**config.mk**
```make
export PLATFORM = sky130hd
export DESIGN_NAME = pc_fetch_ctrl
export DESIGN_NICKNAME = d
export VERILOG_FILES = /design/src/rtl/pc_fetch_ctrl.sv
export SDC_FILE = /design/constraint.sdc
export NUM_CORES = 1
export LEC_CHECK = 0
export CAP_MARGIN = 0
export CORE_ASPECT_RATIO = 0.7
export CORE_MARGIN = 5
export CORE_UTILIZATION = 52
export CTS_CLUSTER_DIAMETER = 80
export CTS_CLUSTER_SIZE = 30
export DETAILED_ROUTE_END_ITERATION = 8
export PLACE_DENSITY = 0.82
export SYNTH_ARGS = -nofsm -noshare
export SYNTH_HDL_FRONTEND = slang
export SYNTH_SLANG_ARGS = --single-unit
```
**constraint.sdc**
```tcl
create_clock -name clk -period 2.85 [get_ports clk]
set_clock_uncertainty 0.15 [all_clocks]
set_input_delay 0.57 -clock clk [delete_from_list [all_inputs] [get_ports clk]]
set_output_delay 0.57 -clock clk [all_outputs]
set_load 0.05 [all_outputs]
```
**src/rtl/pc_fetch_ctrl.sv**
```systemverilog
// PC register and instruction-fetch control for the IF stage.
// Applies ID-stage redirects with an optional delay slot and a one-entry skid buffer.
module pc_fetch_ctrl #(
    parameter logic [31:0] RESET_PC   = 32'h0000_3000,
    parameter bit          DELAY_SLOT = 1'b1
) (
    input  logic        clk,
    input  logic        rst,
    input  logic        stall_i,
    input  logic        branch_jump_i,
    input  logic [31:0] bj_address_i,
    output logic        imem_req_o,
    output logic [31:0] imem_addr_o,
    input  logic        imem_ready_i,
    input  logic [31:0] imem_rdata_i,
    output logic        if_valid_o,
    output logic [31:0] if_pc_o,
    output logic [31:0] if_inst_o,
    output logic        flush_o,
    output logic        addr_err_o
);

    typedef enum logic {S_REQ, S_SKID} state_t;

    state_t      state_q, state_d;
    logic [31:0] pc_q, pc_d;
    logic        vld_q, vld_d;
    logic [31:0] ipc_q, ipc_d;
    logic [31:0] inst_q, inst_d;
    logic        flush_q, flush_d;
    logic        err_q, err_d;
    logic        drop_q, drop_d;
    logic        pend_q, pend_d;
    logic [31:0] pend_addr_q, pend_addr_d;
    logic [31:0] skid_pc_q, skid_pc_d;
    logic [31:0] skid_inst_q, skid_inst_d;

    logic        accept;
    logic        slot_live;
    logic [31:0] target;
    logic [31:0] pc_step;

    assign accept  = branch_jump_i & vld_q & ~stall_i;
    assign target  = bj_address_i & ~32'h3;
    assign pc_step = pend_q ? pend_addr_q : pc_q + 32'd4;
    // Slot fetch is already resolved this cycle: leaving skid or completing now.
    assign slot_live = (state_q == S_SKID) | (imem_ready_i & ~drop_q);

    always_comb begin
        state_d     = state_q;
        pc_d        = pc_q;
        vld_d       = vld_q;
        ipc_d       = ipc_q;
        inst_d      = inst_q;
        flush_d     = 1'b0;
        err_d       = err_q;
        drop_d      = drop_q;
        pend_d      = pend_q;
        pend_addr_d = pend_addr_q;
        skid_pc_d   = skid_pc_q;
        skid_inst_d = skid_inst_q;

        if (!stall_i) vld_d = 1'b0;

        unique case (state_q)
            S_REQ: begin
                if (imem_ready_i) begin
                    if (drop_q) begin
                        drop_d = 1'b0;
                    end else if (!stall_i) begin
                        vld_d  = 1'b1;
                        ipc_d  = pc_q;
                        inst_d = imem_rdata_i;
                        pc_d   = pc_step;
                        pend_d = 1'b0;
                    end else begin
                        skid_pc_d   = pc_q;
                        skid_inst_d = imem_rdata_i;
                        pc_d        = pc_step;
                        pend_d      = 1'b0;
                        state_d     = S_SKID;
                    end
                end
            end
            S_SKID: begin
                if (!stall_i) begin
                    vld_d   = 1'b1;
                    ipc_d   = skid_pc_q;
                    inst_d  = skid_inst_q;
                    state_d = S_REQ;
                end
            end
        endcase

        if (accept) begin
            flush_d = 1'b1;
            if (bj_address_i[1:0] != 2'b00) err_d = 1'b1;
            if (DELAY_SLOT) begin
                if (slot_live) begin
                    pc_d   = target;
                    pend_d = 1'b0;
                end else begin
                    pend_d      = 1'b1;
                    pend_addr_d = target;
                end
            end else begin
                pc_d   = target;
                pend_d = 1'b0;
                if (slot_live) begin
                    vld_d   = 1'b0;
                    state_d = S_REQ;
                end else if (!imem_ready_i) begin
                    drop_d = 1'b1;
                end
            end
        end
    end

    always_ff @(posedge clk) begin
        if (rst) begin
            state_q     <= S_REQ;
            pc_q        <= RESET_PC;
            vld_q       <= 1'b0;
            ipc_q       <= 32'h0;
            inst_q      <= 32'h0;
            flush_q     <= 1'b0;
            err_q       <= 1'b0;
            drop_q      <= 1'b0;
            pend_q      <= 1'b0;
            pend_addr_q <= 32'h0;
            skid_pc_q   <= 32'h0;
            skid_inst_q <= 32'h0;
        end else begin
            state_q     <= state_d;
            pc_q        <= pc_d;
            vld_q       <= vld_d;
            ipc_q       <= ipc_d;
            inst_q      <= inst_d;
            flush_q     <= flush_d;
            err_q       <= err_d;
            drop_q      <= drop_d;
            pend_q      <= pend_d;
            pend_addr_q <= pend_addr_d;
            skid_pc_q   <= skid_pc_d;
            skid_inst_q <= skid_inst_d;
        end
    end

    assign imem_req_o  = (state_q == S_REQ) & ~rst;
    assign imem_addr_o = pc_q;
    assign if_valid_o  = vld_q;
    assign if_pc_o     = ipc_q;
    assign if_inst_o   = inst_q;
    assign flush_o     = flush_q;
    assign addr_err_o  = err_q;

endmodule
```
### Yosys cells after proc, flatten, opt, wreduce, memory -nomap -nowiden

Index checks and enable logic that the tools add are counted.

| storage, ports and cells | value |
|---|---|
| flip-flop bits (word level) | 195 |
| logic and storage cells | 56 |
| output and inout port bits | 100 |

| operators by class | value |
|---|---|
| eq/ne operators | 4 |
| add/sub/neg operators | 1 |
| muxes and demuxes | 25 |
| bitwise operators | 8 |
| reduce and logical (&&, ||, !) cells | 7 |

Operators with widths:

| kind | count |
|---|---|
| 32-bit two-way mux | 11 |
| 32-bit case mux with 2 select lines | 2 |
| 32-bit by 3-bit adder with 32-bit output (second input constant) | 1 |
| 1-bit two-way mux | 10 |
| 2-bit inequality test (second input constant) | 3 |
| 2-bit AND reduction | 3 |
| 3-bit AND reduction | 2 |
| 1-bit inverter | 4 |
| 1-bit case mux with 2 select lines | 2 |
| 2-bit nonzero test | 2 |
| 1-bit bitwise AND | 3 |
| 2-bit by 1-bit inequality test with 1-bit output (second input constant) | 1 |
| 1-bit bitwise OR | 1 |

### Depth between registers and ports, before layout

Gate-level depths: netlist of run 1.

| logic depth | value |
|---|---|
| word-level depth | 6 |
| depth in mapped cells | 9 |

### Worst setup path before layout of run 1

OpenSTA, ideal clock, no wires.

| timing | value |
|---|---|
| path type | input to output |
| start point | input rst |
| end point | output imem_req_o |
| path buffers | 3 |
| setup slack | 0.376 ns |
| stages | 4 |
| data arrival time | 1.754 ns |
| path through | clkbuf_8 > clkbuf_1 > clkbuf_1 > nor2_1 |

| on the way | value |
|---|---|
| longest elaborated chain between the ends | 2 |

RTL lines:

| item | line | source |
|---|---|---|
| start: declaration | 8 | `input logic rst,` |
| 1-bit inverter | 149 | `assign imem_req_o = (state_q == S_REQ) & ~rst;` |
| 1-bit bitwise AND | 149 |  |
| end: declaration | 12 | `output logic imem_req_o,` |

No other way between the ends.

### Worst setup path after layout of run 1

| timing | value |
|---|---|
| start point | register pc_q[13] (netlist: imem_addr_o[13]) |
| end point | output imem_addr_o[13] |

RTL lines:

| item | line | source |
|---|---|---|
| start: declaration | 26 | `logic [31:0] pc_q, pc_d;` |
| start signal: assignment | 135 | `pc_q <= pc_d;` |
| end: declaration | 13 | `output logic [31:0] imem_addr_o,` |

No word-level cell between the ends.

==> results.cfg, run 1 <==
[run_status]
outcome = complete, no violations

[global_route]
grt_pass1_wl_mm = 38.8
grt_max_degree = 106
overflow = 0
grt_pass1_vias = 7456
grt_usage_pct = 25.0
antenna_found_initial = 0

[drt]
drtIter0Drc = 836
drt_wl_total_mm = 24.1
ant_nets = 0
wl_per_cell_um = 17.2
dr_total_vias = 7944
drc = 0
via_per_inst = 5.69
drtPass1Iterations = 7

[worst_setup_path]
crit_required_ps = 2130
critical_path.max_stage_delay_ps = 880
cp-end-kind = output port
crit_type = reg -> out
cp_data_arrival_time_ps = 1880
cpLargestDelayFamily = buffers and inverters
critPathMaxFanout = 12
startpoint_type = register
cpMaxStageDelayCell = clkdlybuf4s50_1
path_cells = clkdlybuf4s50_1
crit_buf_inv = 1

[power]
leakagePower_uw = 0.00380
internal_power_uw = 4600
ir_drop_mv = 0.365
power_density_nw_per_um2 = 579
p_clk_share_pct = 38.5
p_sw_share_pct = 28.2
total_power_uw = 6410
sequentialPowerShare_pct = 45.6
combPwrFrac_pct = 15.9
p_switching_uw = 1810

[finish]
final_common_cell = nand2_1
syn_to_final_growth_pct = 29.8
fill_cells = 1316
finalNetCount = 1228
drive_gt1_share_pct = 8.20
final_cell_mix = nand2_1, dfxtp_1, clkdlybuf4s50_1
antenna_cells = 0

[synthesis]
synth_top_flop_cell = dfxtp_1
syn_area_per_cell_um2 = 8.34
ys_ff_latch = 195
ys_async_sr_fraction_pct = 0
synth_area_um2 = 8530
ys_seq_area_share_pct = 45.8
yosys_warnings = 0
yosysUniqueCellTypes = 64
postSynthCellCount = 1022
syn_nets = 1092
synth_edf_count = 0

[placement]
dp_hpwl_mm = 16.2
globalplace.congestion = 0.918
port_buffers = 168

[sta]
period_needed_ps = 2600
finalHoldViolations = 0
tns_ps = 0
relSlewSlack_pct = 58.0
finalMaxSlewViolations = 0
worst_pin_slew_ps = 630
rsz0062_at_grt = false
setup_viol_count_final = 0
max_clock_freq_mhz = 385
timing.final.crit_share_pct = 91.2

[floorplan]
num_rows = 39
ios = 169
start_util_pct = 52.6
die_h_um = 117
core_area_um2 = 16200
die_w_um = 163
die_area_um2 = 19100

[hold_path]
holdCritPathClass = reg -> reg

[cts]
cts_resized = 0
clock_path_buffers = 2
cts_tree = yes
postCtsSetupBuffers = 0
insertion_delay_ps = 430
cts.sinks = 195
numCtsBuffers = 17
clk_pin_slew_ps = 70
root_buffer = clkbuf_16
cts_hold_buf = 0
htree_levels = 4

[job]
drv_cap = 0
## flip-flops by register name, indices dropped and copies added, names as in the netlist, named ones only
| signal | cells |
|---|---|
| state_q | 1 |
| pend_addr_q | 30 |
| if_pc_o | 32 |
| if_inst_o | 32 |
| imem_addr_o | 32 |
| pend_q | 1 |
| flush_o | 1 |
| addr_err_o | 1 |
| skid_pc_q | 32 |
| skid_inst_q | 32 |
## power groups by stage
| stage | Combinational [uW] | Clock [uW] | Sequential, uW |
|---|---|---|---|
| 2_1_floorplan | 362 | 0 | 3240 |
| 3_3_place_gp | 1000 | 0 | 2980 |
| 3_5_place_dp | 1020 | 0 | 2980 |
| 4_1_cts | 1020 | 2490 | 2920 |
| 5_1_grt | 1090 | 2620 | 2940 |
| 6_report | 1020 | 2470 | 2920 |
## through the flow
step                cells  hold WS, ps  instance area [um^2]  worst slack, ps  utilization (%)
detailed placement   1364          295                 10500              176             64.6
CTS                  1396          305                 11100              233             68.3
global placement     1364          285                 10500              243             64.6
finish               1396          303                 11100              250             68.3
global route         1396          318                 11100              117             68.3
floorplan            1022          282                  8530              376                -
## final cells by class
| cell class | count | area, um^2 | share of cell area (%) |
|---|---|---|---|
| Clock inverter | 12 | 145 | 1.31 |
| Sequential cell | 195 | 3910 | 35.3 |
| Clock buffer | 20 | 467 | 4.22 |
| Multi-Input combinational cell | 733 | 4200 | 38.0 |
| Inverter | 3 | 11.3 | 0.102 |
| Timing Repair Buffer | 208 | 2060 | 18.6 |
| Tap cell | 225 | 282 | 2.54 |
## Yosys cell counts (2+ instances only)
| master | number | area, um^2 |
|---|---|---|
| nand2_1 | 223 | 837 |
| dfxtp_1 | 195 | 3900 |
| a21oi_1 | 112 | 561 |
| nor2_1 | 100 | 375 |
| mux2i_1 | 76 | 761 |
| a211oi_1 | 69 | 518 |
| clkbuf_1 | 61 | 229 |
| nand3_1 | 16 | 80.1 |
| o21ai_0 | 14 | 70.1 |
| nor3_1 | 12 | 60.1 |
| or3_1 | 11 | 68.8 |
| nand4_1 | 10 | 62.6 |
| buf_1 | 9 | 33.8 |
| buf_2 | 9 | 45.0 |
| and4_1 | 8 | 70.1 |
| buf_6 | 7 | 78.8 |
| a221oi_1 | 6 | 52.6 |
| and2_1 | 5 | 31.3 |
| and3_1 | 5 | 31.3 |
| o221ai_1 | 5 | 43.8 |
| o22ai_1 | 5 | 31.3 |
| a311oi_1 | 3 | 26.3 |
| a31oi_1 | 3 | 18.8 |
| inv_1 | 3 | 11.3 |
| a2111oi_0 | 2 | 17.5 |
| a2111oi_1 | 2 | 20.0 |
| a2111oi_2 | 2 | 30.0 |
| a211o_1 | 2 | 17.5 |
| a21o_2 | 2 | 17.5 |
| a22oi_1 | 2 | 15.0 |
| a32o_1 | 2 | 20.0 |
| buf_4 | 2 | 15.0 |
| clkbuf_8 | 2 | 27.5 |
| nor2b_1 | 2 | 12.5 |
| nor4_1 | 2 | 12.5 |
| o211a_1 | 2 | 20.0 |
| o211ai_1 | 2 | 15.0 |
| o21ai_1 | 2 | 10.0 |
| or4_1 | 2 | 15.0 |
## per-layer routing
layer  GRT usage, %  up-vias  share of wire, %
met1           35.2     3668                45
met3           6.48       39               9.8
met5              0        -                 0
met4           6.15        0               1.3
li1               -     3869                 -
met2           38.9      368                44
## worst paths after layout
check / from / to / slack, ps / depth (start not counted)
max: imem_addr_o[13]$_SDFF_PP1_ / imem_addr_o[13] / 250 / 1
min: addr_err_o$_SDFFE_PP0P_ / addr_err_o$_SDFFE_PP0P_ / 300 / 2
max reg2reg: imem_addr_o[3]$_SDFF_PP0_ / imem_addr_o[24]$_SDFF_PP0_ / 390 / 5
min reg2reg: addr_err_o$_SDFFE_PP0P_ / addr_err_o$_SDFFE_PP0P_ / 300 / 2
## cells by family after synthesis
logic type               after synthesis  share of synthesized area, %
buffers and inverters                 94                          5.22
XOR/XNOR                               1                         0.103
AO/OA/AOI/OAI                        246                          18.7
multiplexers                          76                          8.92
AND/OR/NAND/NOR                      409                          21.1
flip-flops                           195                          45.8
adder cells (fa/ha/maj)                1                         0.147
(Power assumes the default switching activity.)
==> run 2: changes to the inputs <==
--- a/config.mk
+++ b/config.mk
@@ -5,6 +5,7 @@
 export SDC_FILE = /design/constraint.sdc
 export NUM_CORES = 1
 export LEC_CHECK = 0
+export ABC_AREA = 1
 export CAP_MARGIN = 0
 export CORE_ASPECT_RATIO = 0.7
 export CORE_MARGIN = 5
==> results.cfg, run 2 <==
[run_status]
outcome = complete, no violations

[floorplan]
die_w_um = 163
ios = 169
start_util_pct = 52.6
die_h_um = 117
die_area_um2 = 19000
num_rows = 39
core_area_um2 = 16200

[placement]
globalplace.congestion = 0.966
dp_hpwl_mm = 17.3
dp.cells = 1541
port_buffers = 168

[synthesis]
ys_seq_area_share_pct = 46.0
synth-adder-area-share_pct = 0.147
ys_async_sr_fraction_pct = 0
yosysMostFrequentCell = nand2_1
syn_area_per_cell_um2 = 7.08
ys_ff_latch = 195
synth_top_cell_by_area = dfxtp_1
ys_top_cells_by_count = nand2_1, dfxtp_1, o21ai_0
yosysUniqueCellTypes = 30
synthMuxAreaShare_pct = 0
synth_xor_xnor_area_share_pct = 0.516
synth_edf_count = 0
yosys_warnings = 0
post-synth-top-area-fraction_pct = 46.0
netlist_top_cells_area = dfxtp_1, o21ai_0, nand2_1, nor2_1, a21oi_1
synth-compound-area-share_pct = 23.7
syn_nets = 1270
synth_top_family_by_area = compound AO/OA/AOI/OAI gates
postSynthCellCount = 1200
synth_area_um2 = 8490
synth_top_flop_cell = dfxtp_1
yosys.area_share.simple_pct = 22.6

[worst_setup_path]
cpMaxStageDelayCell = clkdlybuf4s50_1
path_cells = clkdlybuf4s50_1
startpoint_type = register
critical_path.max_stage_delay_ps = 890
cpLargestDelayFamily = buffers and inverters
critPathMaxFanout = 8
crit_buf_inv = 1
cp_data_arrival_time_ps = 1880
worstSetupStartpoint = imem_addr_o[2]$_SDFF_PP0_
crit_type = reg -> out
crit_required_ps = 2130
rr_startpoint = imem_addr_o[2]$_SDFF_PP0_
cp-end-kind = output port

[power]
p_switching_uw = 1900
p_clk_share_pct = 37.2
sequentialPowerShare_pct = 46.6
combPwrFrac_pct = 16.2
ir_drop_mv = 0.413
leakagePower_uw = 0.00413
power_density_nw_per_um2 = 578
internal_power_uw = 4480
p_sw_share_pct = 29.8

[cts]
cts_hold_buf = 0
htree_levels = 4
postCtsSetupBuffers = 0
cts.sinks = 195
cts_tree = yes
clk_pin_slew_ps = 70
numCtsBuffers = 17
insertion_delay_ps = 440
cts_resized = 0
root_buffer = clkbuf_16
clock_path_buffers = 2

[drt]
drtPass1Iterations = 6
via_per_inst = 5.62
wl_per_cell_um = 16.4
ant_nets = 0
drtIter0Drc = 1116
dr_total_vias = 8839
drc = 0
drt_wl_total_mm = 25.7

[finish]
final_common_cell = nand2_1
final_cell_mix = nand2_1, dfxtp_1, o21ai_0
fill_cells = 1346
finalNonFillerCells = 1573
syn_to_final_growth_pct = 29.8
utilization_pct = 68.2
drive_gt1_share_pct = 7.27
finalNetCount = 1405
antenna_cells = 0

[global_route]
groute.layer.met2.usage_pct = 41.5
antenna_found_initial = 0
use_met1_pct = 36.7
grt_pass1_wl_mm = 41.4
overflow = 0
use_met3_pct = 7.14
grt_busiest_layer = met2
grt_pass1_vias = 8271
grt_max_degree = 75
grt_usage_pct = 26.9

[sta]
max_clock_freq_mhz = 384
setup_viol_count_final = 0
timing.final.crit_share_pct = 91.4
rsz0062_at_grt = false
relSlewSlack_pct = 49.7
period_needed_ps = 2600
finalHoldViolations = 0
tns_ps = 0
finalMaxSlewViolations = 0
timing.hold.ws_ps = 311
worst_pin_slew_ps = 754

[hold_path]
holdCritPathClass = reg -> reg
min_from = pend_addr_q[20]$_SDFFE_PP0P_

[job]
drv_cap = 0
==> run 2: changes by cell type after synthesis, sizes merged, moves of 24 or more <==
cell / before / now
a31oi: 3 / 64
inv: 3 / 63
mux2i: 76 / 0
nand2: 223 / 247
a211oi: 69 / 0
o21ai: 16 / 200
nor2: 100 / 173
nand3: 17 / 41
==> run 2: path summary, 6_finish.rpt <==
check | end | slack (ps) | depth (start not counted)
max reg2reg | imem_addr_o[26]$_SDFF_PP0_ | 490 | 10
min | pend_addr_q[20]$_SDFFE_PP0P_ | 310 | 2
min reg2reg | pend_addr_q[20]$_SDFFE_PP0P_ | 310 | 2
max | imem_addr_o[2] | 250 | 1
==> run 2: routing by layer <==
layer | share of wire, % | vias up
li1 | - | 4283
met1 | 44 | 4029
met2 | 43 | 485
met5 | 0 | -
met4 | 2.0 | 0
met3 | 11 | 42
==> run 2: logic make-up after synthesis <==
family / after synthesis
simple gates: 469
compound gates: 380
flops: 195
buf+inv: 150
xor+xnor: 5
fa+ha+maj: 1
==> run 2: area by class of cell <==
| class | count | area (um^2) | area share, % |
|---|---|---|---|
| well taps | 225 | 282 | 2.55 |
| clock inverters | 15 | 145 | 1.32 |
| clock buffers | 17 | 425 | 3.86 |
| inverters | 67 | 254 | 2.30 |
| multi-input cells | 855 | 4000 | 36.3 |
| flip-flops and latches | 195 | 3910 | 35.4 |
| repair buffers | 199 | 2010 | 18.3 |
==> run 2: stage by stage <==
step | power, uW | area, um^2 | worst slack [ps]
floorplan | 3640 | 8490 | 779
global placement | 4040 | 10500 | 490
detailed placement | 4050 | 10500 | 430
CTS | 6390 | 11000 | 234
global route | 6620 | 11000 | 192
finish | 6370 | 11000 | 246
==> run 2: power groups by stage <==
stage                     logic (uW)  clock network [uW]  registers [uW]
after floorplan                  345                   0            3290
after global placement          1020                   0            3020
after detailed placement        1030                   0            3030
after CTS                       1030                2390            2970
after global routing            1120                2520            2990
final                           1030                2370            2970
==> run 3: changes to the inputs <==
--- a/config.mk
+++ b/config.mk
@@ -9,11 +9,12 @@
 export CAP_MARGIN = 0
 export CORE_ASPECT_RATIO = 0.7
 export CORE_MARGIN = 5
-export CORE_UTILIZATION = 52
+export CORE_UTILIZATION = 40
 export CTS_CLUSTER_DIAMETER = 80
 export CTS_CLUSTER_SIZE = 30
 export DETAILED_ROUTE_END_ITERATION = 8
-export PLACE_DENSITY = 0.82
+export PLACE_DENSITY = 0.67
+export SLEW_MARGIN = 20
 export SYNTH_ARGS = -nofsm -noshare
 export SYNTH_HDL_FRONTEND = slang
 export SYNTH_SLANG_ARGS = --single-unit
==> constraint.sdc (replaced) <==
create_clock -name clk -period 2.5 [get_ports clk]
set_clock_uncertainty 0.15 [all_clocks]
set_input_delay 0.5 -clock clk [delete_from_list [all_inputs] [get_ports clk]]
set_output_delay 0.5 -clock clk [all_outputs]
set_load 0.05 [all_outputs]
==> results.cfg, run 3 (synthesized netlist as in run 2, its figures left out) <==
[power]
sequentialPowerShare_pct = 45.0
power_density_nw_per_um2 = 667
combPwrFrac_pct = 16.1
p_switching_uw = 2250
p_clk_share_pct = 38.9
internal_power_uw = 5250
ir_drop_mv = 0.437
p_sw_share_pct = 30.0
leakagePower_uw = 0.00430
total_power_uw = 7500

[floorplan]
die_w_um = 184
start_util_pct = 40.8
core_area_um2 = 20800
die_area_um2 = 24300
die_h_um = 132
ios = 169
num_rows = 44

[worst_setup_path]
cp-end-kind = output port
path_cells = clkdlybuf4s50_1
crit_buf_inv = 1
cpLargestDelayFamily = buffers and inverters
cpMaxStageDelayCell = clkdlybuf4s50_1
critical_path.max_stage_delay_ps = 870
crit_required_ps = 1850
crit_type = reg -> out
cp_data_arrival_time_ps = 1810
critPathMaxFanout = 7
startpoint_type = register

[sta]
worst_pin_slew_ps = 703
max_clock_freq_mhz = 407
period_needed_ps = 2460
timing.final.crit_share_pct = 98.4
setup_viol_count_final = 0
finalMaxSlewViolations = 0
tns_ps = 0
rsz0062_at_grt = false
finalHoldViolations = 0
relSlewSlack_pct = 53.1

[job]
drv_cap = 0

[global_route]
antenna_found_initial = 0
grt_pass1_wl_mm = 43.8
grt_pass1_vias = 8148
grt_max_degree = 74
overflow = 0
grt_usage_pct = 21.9

[cts]
cts_hold_buf = 0
clock_path_buffers = 2
cts.sinks = 195
numCtsBuffers = 17
postCtsSetupBuffers = 0
cts_resized = 4
clk_pin_slew_ps = 80
root_buffer = clkbuf_16
htree_levels = 4
cts_tree = yes
insertion_delay_ps = 430

[placement]
dp_hpwl_mm = 18.5
place_area_um2 = 10600
globalplace.congestion = 0.921
port_buffers = 168
dp.cells = 1603

[drt]
drc = 0
drt_wl_total_mm = 27.1
wl_per_cell_um = 16.6
drtPass1Iterations = 6
dr_total_vias = 8683
drtIter0Drc = 915
via_per_inst = 5.31
ant_nets = 0

[hold_path]
holdCritPathClass = reg -> reg

[finish]
final_cell_mix = nand2_1, dfxtp_1, o21ai_0
multiInputGateArea_um2 = 4000
syn_to_final_growth_pct = 32.4
finalNonFillerCells = 1635
drive_gt1_share_pct = 8.09
finalNetCount = 1416
antenna_cells = 0
design_area_um2 = 11200
fill_cells = 2013
final_common_cell = nand2_1
regArea_um2 = 3910

[run_status]
outcome = complete, no violations
==> run 3: cell types whose count changed in the layout (fill, tap and decap cells not counted), sizes merged <==
cell           delta
clkinvlp          -3
bufinv            +1
buf              +12
dlymetal6s2s      +3
dlygate4sd2       +4
clkinv            +4
inv               -2
clkdlybuf4s50     -8
==> run 3: layer usage <==
metal / part of all wire [%] / vias up / global-route usage (%)
met5: 0 / - / 0
met2: 41 / 371 / 31.2
met1: 48 / 3976 / 32.9
met4: 1.5 / 0 / 5.38
met3: 9.9 / 33 / 5.87
li1: - / 4303 / -
==> run 3: final timing paths <==
kind	from	end	slack, ps	cells after the start
worst min register to register	pend_addr_q[19]$_SDFFE_PP0P_	pend_addr_q[19]$_SDFFE_PP0P_	310	2
worst max register to register	imem_addr_o[11]$_SDFF_PP0_	imem_addr_o[30]$_SDFF_PP0_	470	9
worst min-delay path	pend_addr_q[19]$_SDFFE_PP0P_	pend_addr_q[19]$_SDFFE_PP0P_	310	2
worst max-delay path	imem_addr_o[17]$_SDFF_PP0_	imem_addr_o[17]	40	1
==> run 3: per-stage QoR <==
step                      worst slack (ps)  hold slack [ps]  util, %
after detailed placement               219              296     51.0
after floorplan                        429              280        -
after CTS                             13.4              307     54.0
after global routing                 0.488              325     54.0
after global placement                 248              287     51.0
final                                 40.9              307     54.0
==> run 3: power groups by stage <==
stage               sequential, uW  combinational (uW)  clock, uW
global route                  3400                1300       3100
finish                        3380                1200       2920
detailed placement            3450                1210          0
CTS                           3380                1210       3000
global placement              3450                1200          0
floorplan                     3750                 393          0
==> run 3: cell type report <==
class / count / share of cell area (%)
multi-input cells: 855 / 35.6
flip-flops and latches: 195 / 34.7
repair buffers: 210 / 18.7
clock buffers: 17 / 3.78
well taps: 276 / 3.07
inverters: 67 / 2.26
clock inverters: 15 / 1.87
